--- src/rtl/serial_echo_fifo.sv ---
// Serial echo buffer: received bytes are queued, offset by a constant and replayed
// to the transmitter one at a time under host flow control.
module serial_echo_fifo #(
  parameter int         DEPTH_LOG2 = 4,
  parameter logic [7:0] ADD_VALUE  = 8'd1,
  parameter int         CTS_MARGIN = 4,
  parameter int         CNT_W      = 3
) (
  input  logic                  clk100,
  input  logic                  reset,
  input  logic [7:0]            rx_byte,
  input  logic                  rbyte_ready,
  input  logic                  host_rts_n,
  input  logic                  clear_ovf,
  input  logic                  tx_busy,
  output logic [7:0]            tx_byte,
  output logic                  tx_send,
  output logic                  cts_n,
  output logic                  overflow,
  output logic [CNT_W-1:0]      rx_count,
  output logic [DEPTH_LOG2:0]   fifo_level
);

  localparam int PTR_W = DEPTH_LOG2;
  localparam int LVL_W = DEPTH_LOG2 + 1;
  localparam int DEPTH = 2 ** DEPTH_LOG2;

  localparam logic [PTR_W-1:0] PTR_ONE      = PTR_W'(1);
  localparam logic [LVL_W-1:0] LVL_ONE      = LVL_W'(1);
  localparam logic [LVL_W-1:0] LVL_ZERO     = LVL_W'(0);
  localparam logic [LVL_W-1:0] FULL_LEVEL   = LVL_W'(DEPTH);
  localparam logic [LVL_W-1:0] MARGIN_LEVEL = LVL_W'(CTS_MARGIN);
  localparam logic [CNT_W-1:0] CNT_ONE      = CNT_W'(1);

  localparam logic [1:0] ST_IDLE      = 2'd0;
  localparam logic [1:0] ST_SEND      = 2'd1;
  localparam logic [1:0] ST_GUARD     = 2'd2;
  localparam logic [1:0] ST_WAIT_DONE = 2'd3;

  logic [7:0]       mem_r [DEPTH];
  logic [PTR_W-1:0] wr_ptr_r;
  logic [PTR_W-1:0] rd_ptr_r;
  logic [LVL_W-1:0] level_r;
  logic [1:0]       state_r;
  logic             guard_r;
  logic [7:0]       tx_byte_r;
  logic             tx_send_r;
  logic             cts_n_r;
  logic             overflow_r;
  logic [CNT_W-1:0] rx_count_r;

  logic             full_s;
  logic             pop_s;
  logic             push_s;
  logic             drop_s;
  logic [LVL_W-1:0] level_next_s;
  logic [LVL_W-1:0] free_next_s;
  logic [1:0]       state_next_s;

  // Push/pop decisions; a pop frees the full slot in the same cycle, so push is still legal.
  always_comb begin
    full_s = (level_r == FULL_LEVEL);
    pop_s  = (state_r == ST_IDLE) && (level_r != LVL_ZERO) && !host_rts_n && !tx_busy;
    if (rbyte_ready) begin
      push_s = !full_s || pop_s;
    end else begin
      push_s = 1'b0;
    end
    drop_s = rbyte_ready && !push_s;
  end

  // Next occupancy and the free-slot count that drives flow control.
  always_comb begin
    level_next_s = level_r;
    case ({push_s, pop_s})
      2'b10:   level_next_s = level_r + LVL_ONE;
      2'b01:   level_next_s = level_r - LVL_ONE;
      default: level_next_s = level_r;
    endcase
    free_next_s = FULL_LEVEL - level_next_s;
  end

  // Transmit sequencer next-state; GUARD spans two cycles while tx_busy rises.
  always_comb begin
    state_next_s = state_r;
    case (state_r)
      ST_IDLE: begin
        if (pop_s) state_next_s = ST_SEND;
        else       state_next_s = ST_IDLE;
      end
      ST_SEND:  state_next_s = ST_GUARD;
      ST_GUARD: begin
        if (guard_r) state_next_s = ST_WAIT_DONE;
        else         state_next_s = ST_GUARD;
      end
      ST_WAIT_DONE: begin
        if (tx_busy) state_next_s = ST_WAIT_DONE;
        else         state_next_s = ST_IDLE;
      end
      default: state_next_s = ST_IDLE;
    endcase
  end

  // Storage array; contents are not cleared by reset.
  always_ff @(posedge clk100) begin
    if (push_s && !reset) begin
      mem_r[wr_ptr_r] <= rx_byte;
    end
  end

  // Pointers, occupancy, flags and counters.
  always_ff @(posedge clk100) begin
    if (reset) begin
      wr_ptr_r   <= {PTR_W{1'b0}};
      rd_ptr_r   <= {PTR_W{1'b0}};
      level_r    <= LVL_ZERO;
      cts_n_r    <= 1'b0;
      overflow_r <= 1'b0;
      rx_count_r <= {CNT_W{1'b0}};
    end else begin
      if (push_s) wr_ptr_r <= wr_ptr_r + PTR_ONE;
      if (pop_s)  rd_ptr_r <= rd_ptr_r + PTR_ONE;
      level_r <= level_next_s;
      cts_n_r <= (free_next_s <= MARGIN_LEVEL);
      // A drop wins over a coincident clear so no overflow event is lost.
      if (drop_s)         overflow_r <= 1'b1;
      else if (clear_ovf) overflow_r <= 1'b0;
      if (rbyte_ready) rx_count_r <= rx_count_r + CNT_ONE;
    end
  end

  // Transmit sequencer state and registered transmitter interface.
  always_ff @(posedge clk100) begin
    if (reset) begin
      state_r   <= ST_IDLE;
      guard_r   <= 1'b0;
      tx_byte_r <= 8'h00;
      tx_send_r <= 1'b0;
    end else begin
      state_r <= state_next_s;
      if (state_r == ST_GUARD) guard_r <= ~guard_r;
      else                     guard_r <= 1'b0;
      if (pop_s) tx_byte_r <= mem_r[rd_ptr_r] + ADD_VALUE;
      tx_send_r <= pop_s;
    end
  end

  assign tx_byte    = tx_byte_r;
  assign tx_send    = tx_send_r;
  assign cts_n      = cts_n_r;
  assign overflow   = overflow_r;
  assign rx_count   = rx_count_r;
  assign fifo_level = level_r;

endmodule

--- config.mk ---
export PLATFORM = sky130hd
export DESIGN_NAME = serial_echo_fifo
export DESIGN_NICKNAME = d
export VERILOG_FILES = /design/src/rtl/serial_echo_fifo.sv
export SDC_FILE = /design/constraint.sdc
export NUM_CORES = 1
export LEC_CHECK = 0
export BUFFER_PORTS_ARGS = -buffer_cell sky130_fd_sc_hd__buf_2
export CAP_MARGIN = 15
export CORE_ASPECT_RATIO = 1.1
export CORE_UTILIZATION = 40
export CTS_BUF_LIST = sky130_fd_sc_hd__clkbuf_4 sky130_fd_sc_hd__clkbuf_8
export CTS_CLUSTER_DIAMETER = 50
export DETAILED_ROUTE_END_ITERATION = 7
export PLACE_DENSITY_LB_ADDON = 0.1
export RECOVER_POWER = 25
export SKIP_LAST_GASP = 1
export SLEW_MARGIN = 20
export SYNTH_ARGS = -nofsm -noshare
export SYNTH_HDL_FRONTEND = slang
export SYNTH_SLANG_ARGS = --single-unit
--- constraint.sdc ---
create_clock -name clk100 -period 4.2 [get_ports clk100]
set_input_delay 0.84 -clock clk100 [delete_from_list [all_inputs] [get_ports clk100]]
set_output_delay 0.84 -clock clk100 [all_outputs]
set_load 0.1 [all_outputs]
# == Word-level counts from Yosys, hierarchy flattened ==
# Memories as Yosys holds them, arrays and structs flattened. A register that Yosys moved wholly into a read port is not among the register bits.
# Cells that the tools add are included.
# word_totals
mem_bits_rw,128
elab_cells,54
regBits,30
input_bits,14
mem_count,1
# classes
n_reduce_logical,15
magnitude_cmp,1
n_addsub,7
n_eq_ne,6
bitwise,2
muxes,12
# mem_list
memory,words,word_bits,read_ports,rd_clocked_by_memory_dff,wr,line_no,source
mem_r,16,8,1,1,1,40,logic [7:0] mem_r [DEPTH];
# op_table
operator,count
one-hot mux 5 bit (2 select lines),1
"adder 4 x 1 -> 4 bit, second input constant",2
"adder 8 x 1 -> 8 bit, second input constant",1
2-to-1 mux 4 bit,2
one-hot mux 2 bit (4 select lines),1
2-to-1 mux 1 bit,7
"== test 2 bit, second input constant",3
"adder 5 x 1 -> 5 bit, second input constant",1
"== test 5 bit, second input constant",1
"less-or-equal comparator 5 x 3 -> 1 bit, second input constant",1
logical AND 1 bit,5
logical NOT 1 bit,5
nonzero test 5 bit,1
"subtractor 5 x 1 -> 5 bit, second input constant",1
"subtractor 5 bit, first input constant",1
"== test 2 x 1 -> 1 bit, second input constant",2
"adder 3 x 1 -> 3 bit, second input constant",1
logical NOT 2 bit,1
2-to-1 mux 2 bit,1
NOT 1 bit,2
nonzero test 2 bit,1
OR reduction 2 bit,1
logical OR 1 bit,1

# == Depth between registers and ports, before layout ==
# depth
ltp_word,10
ltp_mapped,10

# == Worst setup path before layout ==
# OpenSTA, ideal clock, no wires.
# synth_path
path_type,input port to flip-flop
from,input host_rts_n
to,register cts_n_r (netlist: cts_n)
path_stages,9
arrival_time_ns,3.547
slack_ns,0.583
t_required_ns,4.130
n_path_buf,0
path_cell_list,or4_1 -> a211oi_1 -> ha_1 -> a21o_1 -> a2111o_1 -> o211ai_1 -> o211ai_1 -> or3_1 -> a21oi_1
# synth_between
elab_chain_cells,9
elab_cells_between_ends,10
# synth_rtl
element,line_no,source
start: declaration,13,"input logic host_rts_n,"
logical NOT 1 bit *,63,pop_s = (state_r == ST_IDLE) && (level_r != LVL_ZERO) && !host_rts_n && !tx_busy;
logical AND 1 bit * (2 in series),63,
logical OR 1 bit,65,push_s = !full_s || pop_s;
2-to-1 mux 1 bit,64,if (rbyte_ready) begin
== test 2 x 1 -> 1 bit / == test 2 bit (equally long branches),75,"case ({push_s, pop_s})"
one-hot mux 5 bit (2 select lines) *,75,
subtractor 5 bit *,80,free_next_s = FULL_LEVEL - level_next_s;
less-or-equal comparator 5 x 3 -> 1 bit *,124,cts_n_r <= (free_next_s <= MARGIN_LEVEL);
end signal: assignment,124,
end: declaration,48,logic cts_n_r;
# Mark *: on every way between the ends. The rest lies on a longest branch, timed or not.
# A chain may end at the register's enable or synchronous reset.

# == Final worst setup path ==
# Same ends and word-level chain as after synthesis.

==> flow_summary_export.csv <==
group,metric,value,unit
placement,dpl.cell_count,662,
routing,dr_wl_met2,6.73,mm
global_route,grt_pass1_wl,21.7,mm
cts,clkLatencyLatePin,0.46,ns
worst_setup_path,reg2reg_slack,1.13,ns
logic_synthesis,synthesis.instances,420,
cts,clock-sinks,162,
cts,clkTransAtPathRegs,0.09,ns
routing,first_iter_violations,245,
timing,relSlewSlack,41.4,%
global_route,grt_max_degree,35,
global_route,gr-total-overflow,0,
finish,areaGrowthSynthToFinish,12.4,%
routing,top_layer_used,"met4",
timing,grt_setup_unrepaired,"false",
placement,io_buffers,32,
logic_synthesis,synth.area.mux_share,12.6,%
routing,vias,3767,
floorplan,io_pins,33,
worst_setup_path,crit_required,4.59,ns
placement,routabilityCongestion,0.776,
logic_synthesis,syn_area,0.00675,mm2
global_route,grtUsageTotal,17.3,%
floorplan,start_util,41.1,%
timing,final.period_utilization,74.7,%
logic_synthesis,synth_fp_nets,445,
logic_synthesis,synth_simple_gate_area_share,7.75,%
routing,drt_wl_total,14.0,mm
finish,fin_cells,694,
cts,cts_setup_buffers,0,
logic_synthesis,synth_xor_area_share,1.56,%
cts,cts_resized,0,
worst_setup_path,worstPathArrival,3.52,ns
timing,fin_crit,3.14,ns
placement,place_ws,0.619,ns
pwr,p_leak,2.59,nW
floorplan,dieArea,0.0174,mm2
timing,hold_viol,0,
logic_synthesis,synth_compound_area_share,6.70,%
placement,dp_hpwl,9.47,mm
pwr,vdd_drop_max,0.215,mV
finish,antenna_cells,0,
logic_synthesis,synth_edf_count,128,
cts,cts_buffers,17,
logic_synthesis,synth_top_family_by_area,"multiplexers",
finish,nets,502,
worst_setup_path,crit_path_start_kind,"input port",
floorplan,core_area,0.0164,mm2
logic_synthesis,ys_ff_latch,162,
timing,fin_tns_setup,0,ns
routing,postRouteAntennaNets,0,
logic_synthesis,ys_seq_area_share,67.1,%
timing,holdWs,0.440,ns
worst_setup_path,reg2reg_from,"state_r[1]",
logic_synthesis,synth_fa_ha_area_share,2.15,%
routing,wl_met1,6.54,mm
routing,drc,0,
routing,wl_met3,481,um
pwr,power.density,454,mW/mm2
cts,htreeDepth,4,
routing,via_per_inst,5.43,
cts,cts_buffer_depth,2,
floorplan,die_y,138,um
worst_setup_path,worst-path-max-fanout,5,
worst_setup_path,r2r-end,"cts_n",
routing,wire_per_inst,20.2,um
floorplan,num_rows,49,
timing,drv_slew,0,
run_status,status,"complete, no violations",
cts,holdBufCountCts,0,
worst_setup_path,cp-endpoint,"cts_n",
floorplan,die_x,126,um
timing,fmaxAchievable,319,MHz
timing,fin_skew,0.0123,ns
logic_synthesis,synthArstFlopShare,0,%
worst_setup_path,crit_start,"host_rts_n",
worst_setup_path,worstSetupEndpointType,"register",
logic_synthesis,synth_warnings,0,
finish,final_layout_size_suffix_gt1_share,22.4,%
worst_setup_path,crit_type,"in -> reg",
routing,drt_first_pass_iters,4,
run,maxCapViolations,0,
logic_synthesis,syn_area_per_cell,16.1,um2
global_route,antenna_found_initial,0,
hold_path,hp-class,"reg -> reg",
global_route,grt_pass1_vias,3717,
cts,cts_tree,"yes",
logic_synthesis,synth-main-ff-cell,"edfxtp_1",
timing,worst_pin_slew,0.875,ns
timing,setup_viol,0,
cts,cts_root_buf,"clkbuf_8",
logic_synthesis,ys_types,61,
worst_setup_path,r2r_cells,10,
timing,timing.final.ws_setup,1.06,ns
==> cell families after synthesis <==
| kind of cell | count (synthesis) |
|---|---|
| adder cells (fa/ha/maj) | 11 |
| multiplexers | 53 |
| AO/OA/AOI/OAI | 53 |
| flip-flops | 162 |
| AND/OR/NAND/NOR | 107 |
| buffers and inverters | 22 |
| XOR/XNOR | 12 |
==> worst max-delay path, cell delays in order <==
cell,delay [ns]
buf_2,0.10
or4_1,0.58
a211oi_1,0.25
buf_4,0.18
ha_1,0.26
a21o_1,0.18
a2111o_1,0.40
o211ai_1,0.10
o211ai_1,0.16
or3_1,0.33
a21oi_1,0.14
==> cell usage after synthesis (3+ instances only) <==
master / instances / share of area, %
and2_1: 3 / 0.28
mux2_2: 4 / 0.67
o21ai_0: 3 / 0.22
ha_1: 10 / 1.9
buf_2: 3 / 0.22
or3_1: 4 / 0.37
nor3b_1: 3 / 0.33
edfxtp_1: 128 / 57
a221oi_1: 8 / 1.0
nand3b_1: 3 / 0.33
mux4_2: 16 / 5.3
nor2_1: 41 / 2.3
a221oi_2: 3 / 0.67
xor2_1: 7 / 0.91
mux2i_1: 26 / 3.9
inv_1: 5 / 0.28
nor2b_1: 6 / 0.56
xnor2_1: 5 / 0.65
nand4_1: 5 / 0.46
nand2_1: 24 / 1.3
nand3_1: 5 / 0.37
a21oi_1: 11 / 0.82
mux4_1: 7 / 2.7
clkbuf_1: 5 / 0.28
dfxtp_1: 34 / 10
a22oi_1: 4 / 0.45
==> metrics by stage <==
step	power (mW)	util, %	area (um2)
2_1_floorplan	2.26	-	6750
3_3_place_gp	2.37	43.8	7200
3_5_place_dp	2.37	43.8	7200
4_1_cts	3.48	46.2	7590
5_1_grt	3.58	46.1	7580
6_report	3.44	46.1	7580
==> placed cells by master (no fill, tap or decap), types with 3 or more instances in the layout <==
cell / netlist / final
inv_1: 5 / 5
dfxtp_1: 34 / 33
and2_1: 3 / 3
buf_4: 0 / 22
mux4_2: 16 / 16
nor2b_1: 6 / 6
edfxtp_1: 128 / 128
nor3b_1: 3 / 3
a21oi_1: 11 / 11
mux2_2: 4 / 4
nand4_1: 5 / 5
nand3_1: 5 / 5
clkinv_4: 0 / 4
a221oi_2: 3 / 3
clkbuf_8: 0 / 17
buf_2: 3 / 26
mux4_1: 7 / 7
nor2_1: 41 / 41
clkbuf_1: 5 / 6
xor2_1: 7 / 7
ha_1: 10 / 10
a22oi_1: 4 / 4
clkinv_1: 1 / 4
nand3b_1: 3 / 3
xnor2_1: 5 / 5
nand2_1: 24 / 24
a221oi_1: 8 / 8
or3_1: 4 / 4
o21ai_0: 3 / 3
mux2i_1: 26 / 26
==> metal layers <==
layer / track usage [%] / vias up
li1: - / 1765
met1: 23.2 / 1910
met2: 27.3 / 71
met3: 4.45 / 21
met4: 6.47 / 0
met5: 0 / -
==> layout make-up <==
class	instances	area [um2]
tap	204	255
timing repair buffer	54	318
fill	1459	8850
inverter	6	22.5
multi-input combinational	236	2070
clock inverter	13	136
sequential	162	4530
clock buffer	19	249
==> worst min-delay path by stage <==
stage / endpoint / slack (ns) / startpoint / cells past startpoint
final: guard_r / 0.44 / guard_r / 1
after global routing: guard_r / 0.47 / guard_r / 1
after CTS: guard_r / 0.45 / guard_r / 1
after detailed placement: guard_r / 0.43 / guard_r / 1
after global placement: guard_r / 0.40 / guard_r / 1
after floorplan: guard_r / 0.39 / guard_r / 1
==> power by group <==
| group | leakage [nW] | switching (mW) | total (mW) | internal, mW |
|---|---|---|---|---|
| Clock | 0.194 | 0.571 | 1.11 | 0.540 |
| Sequential | 1.43 | 0.0409 | 1.81 | 1.77 |
| Combinational | 0.966 | 0.354 | 0.524 | 0.171 |
| Total | 2.59 | 0.965 | 3.44 | 2.48 |
==> sequential cells by signal, summed over array words and instances (netlist names), named ones only <==
signal / flops
guard_r: 1
wr_ptr_r: 4
state_r: 2
mem_r: 128
tx_byte: 8
rd_ptr_r: 4
overflow: 1
tx_send: 1
fifo_level: 5
cts_n: 1
rx_count: 3
No activity file was read; power rests on OpenSTA's default activity.
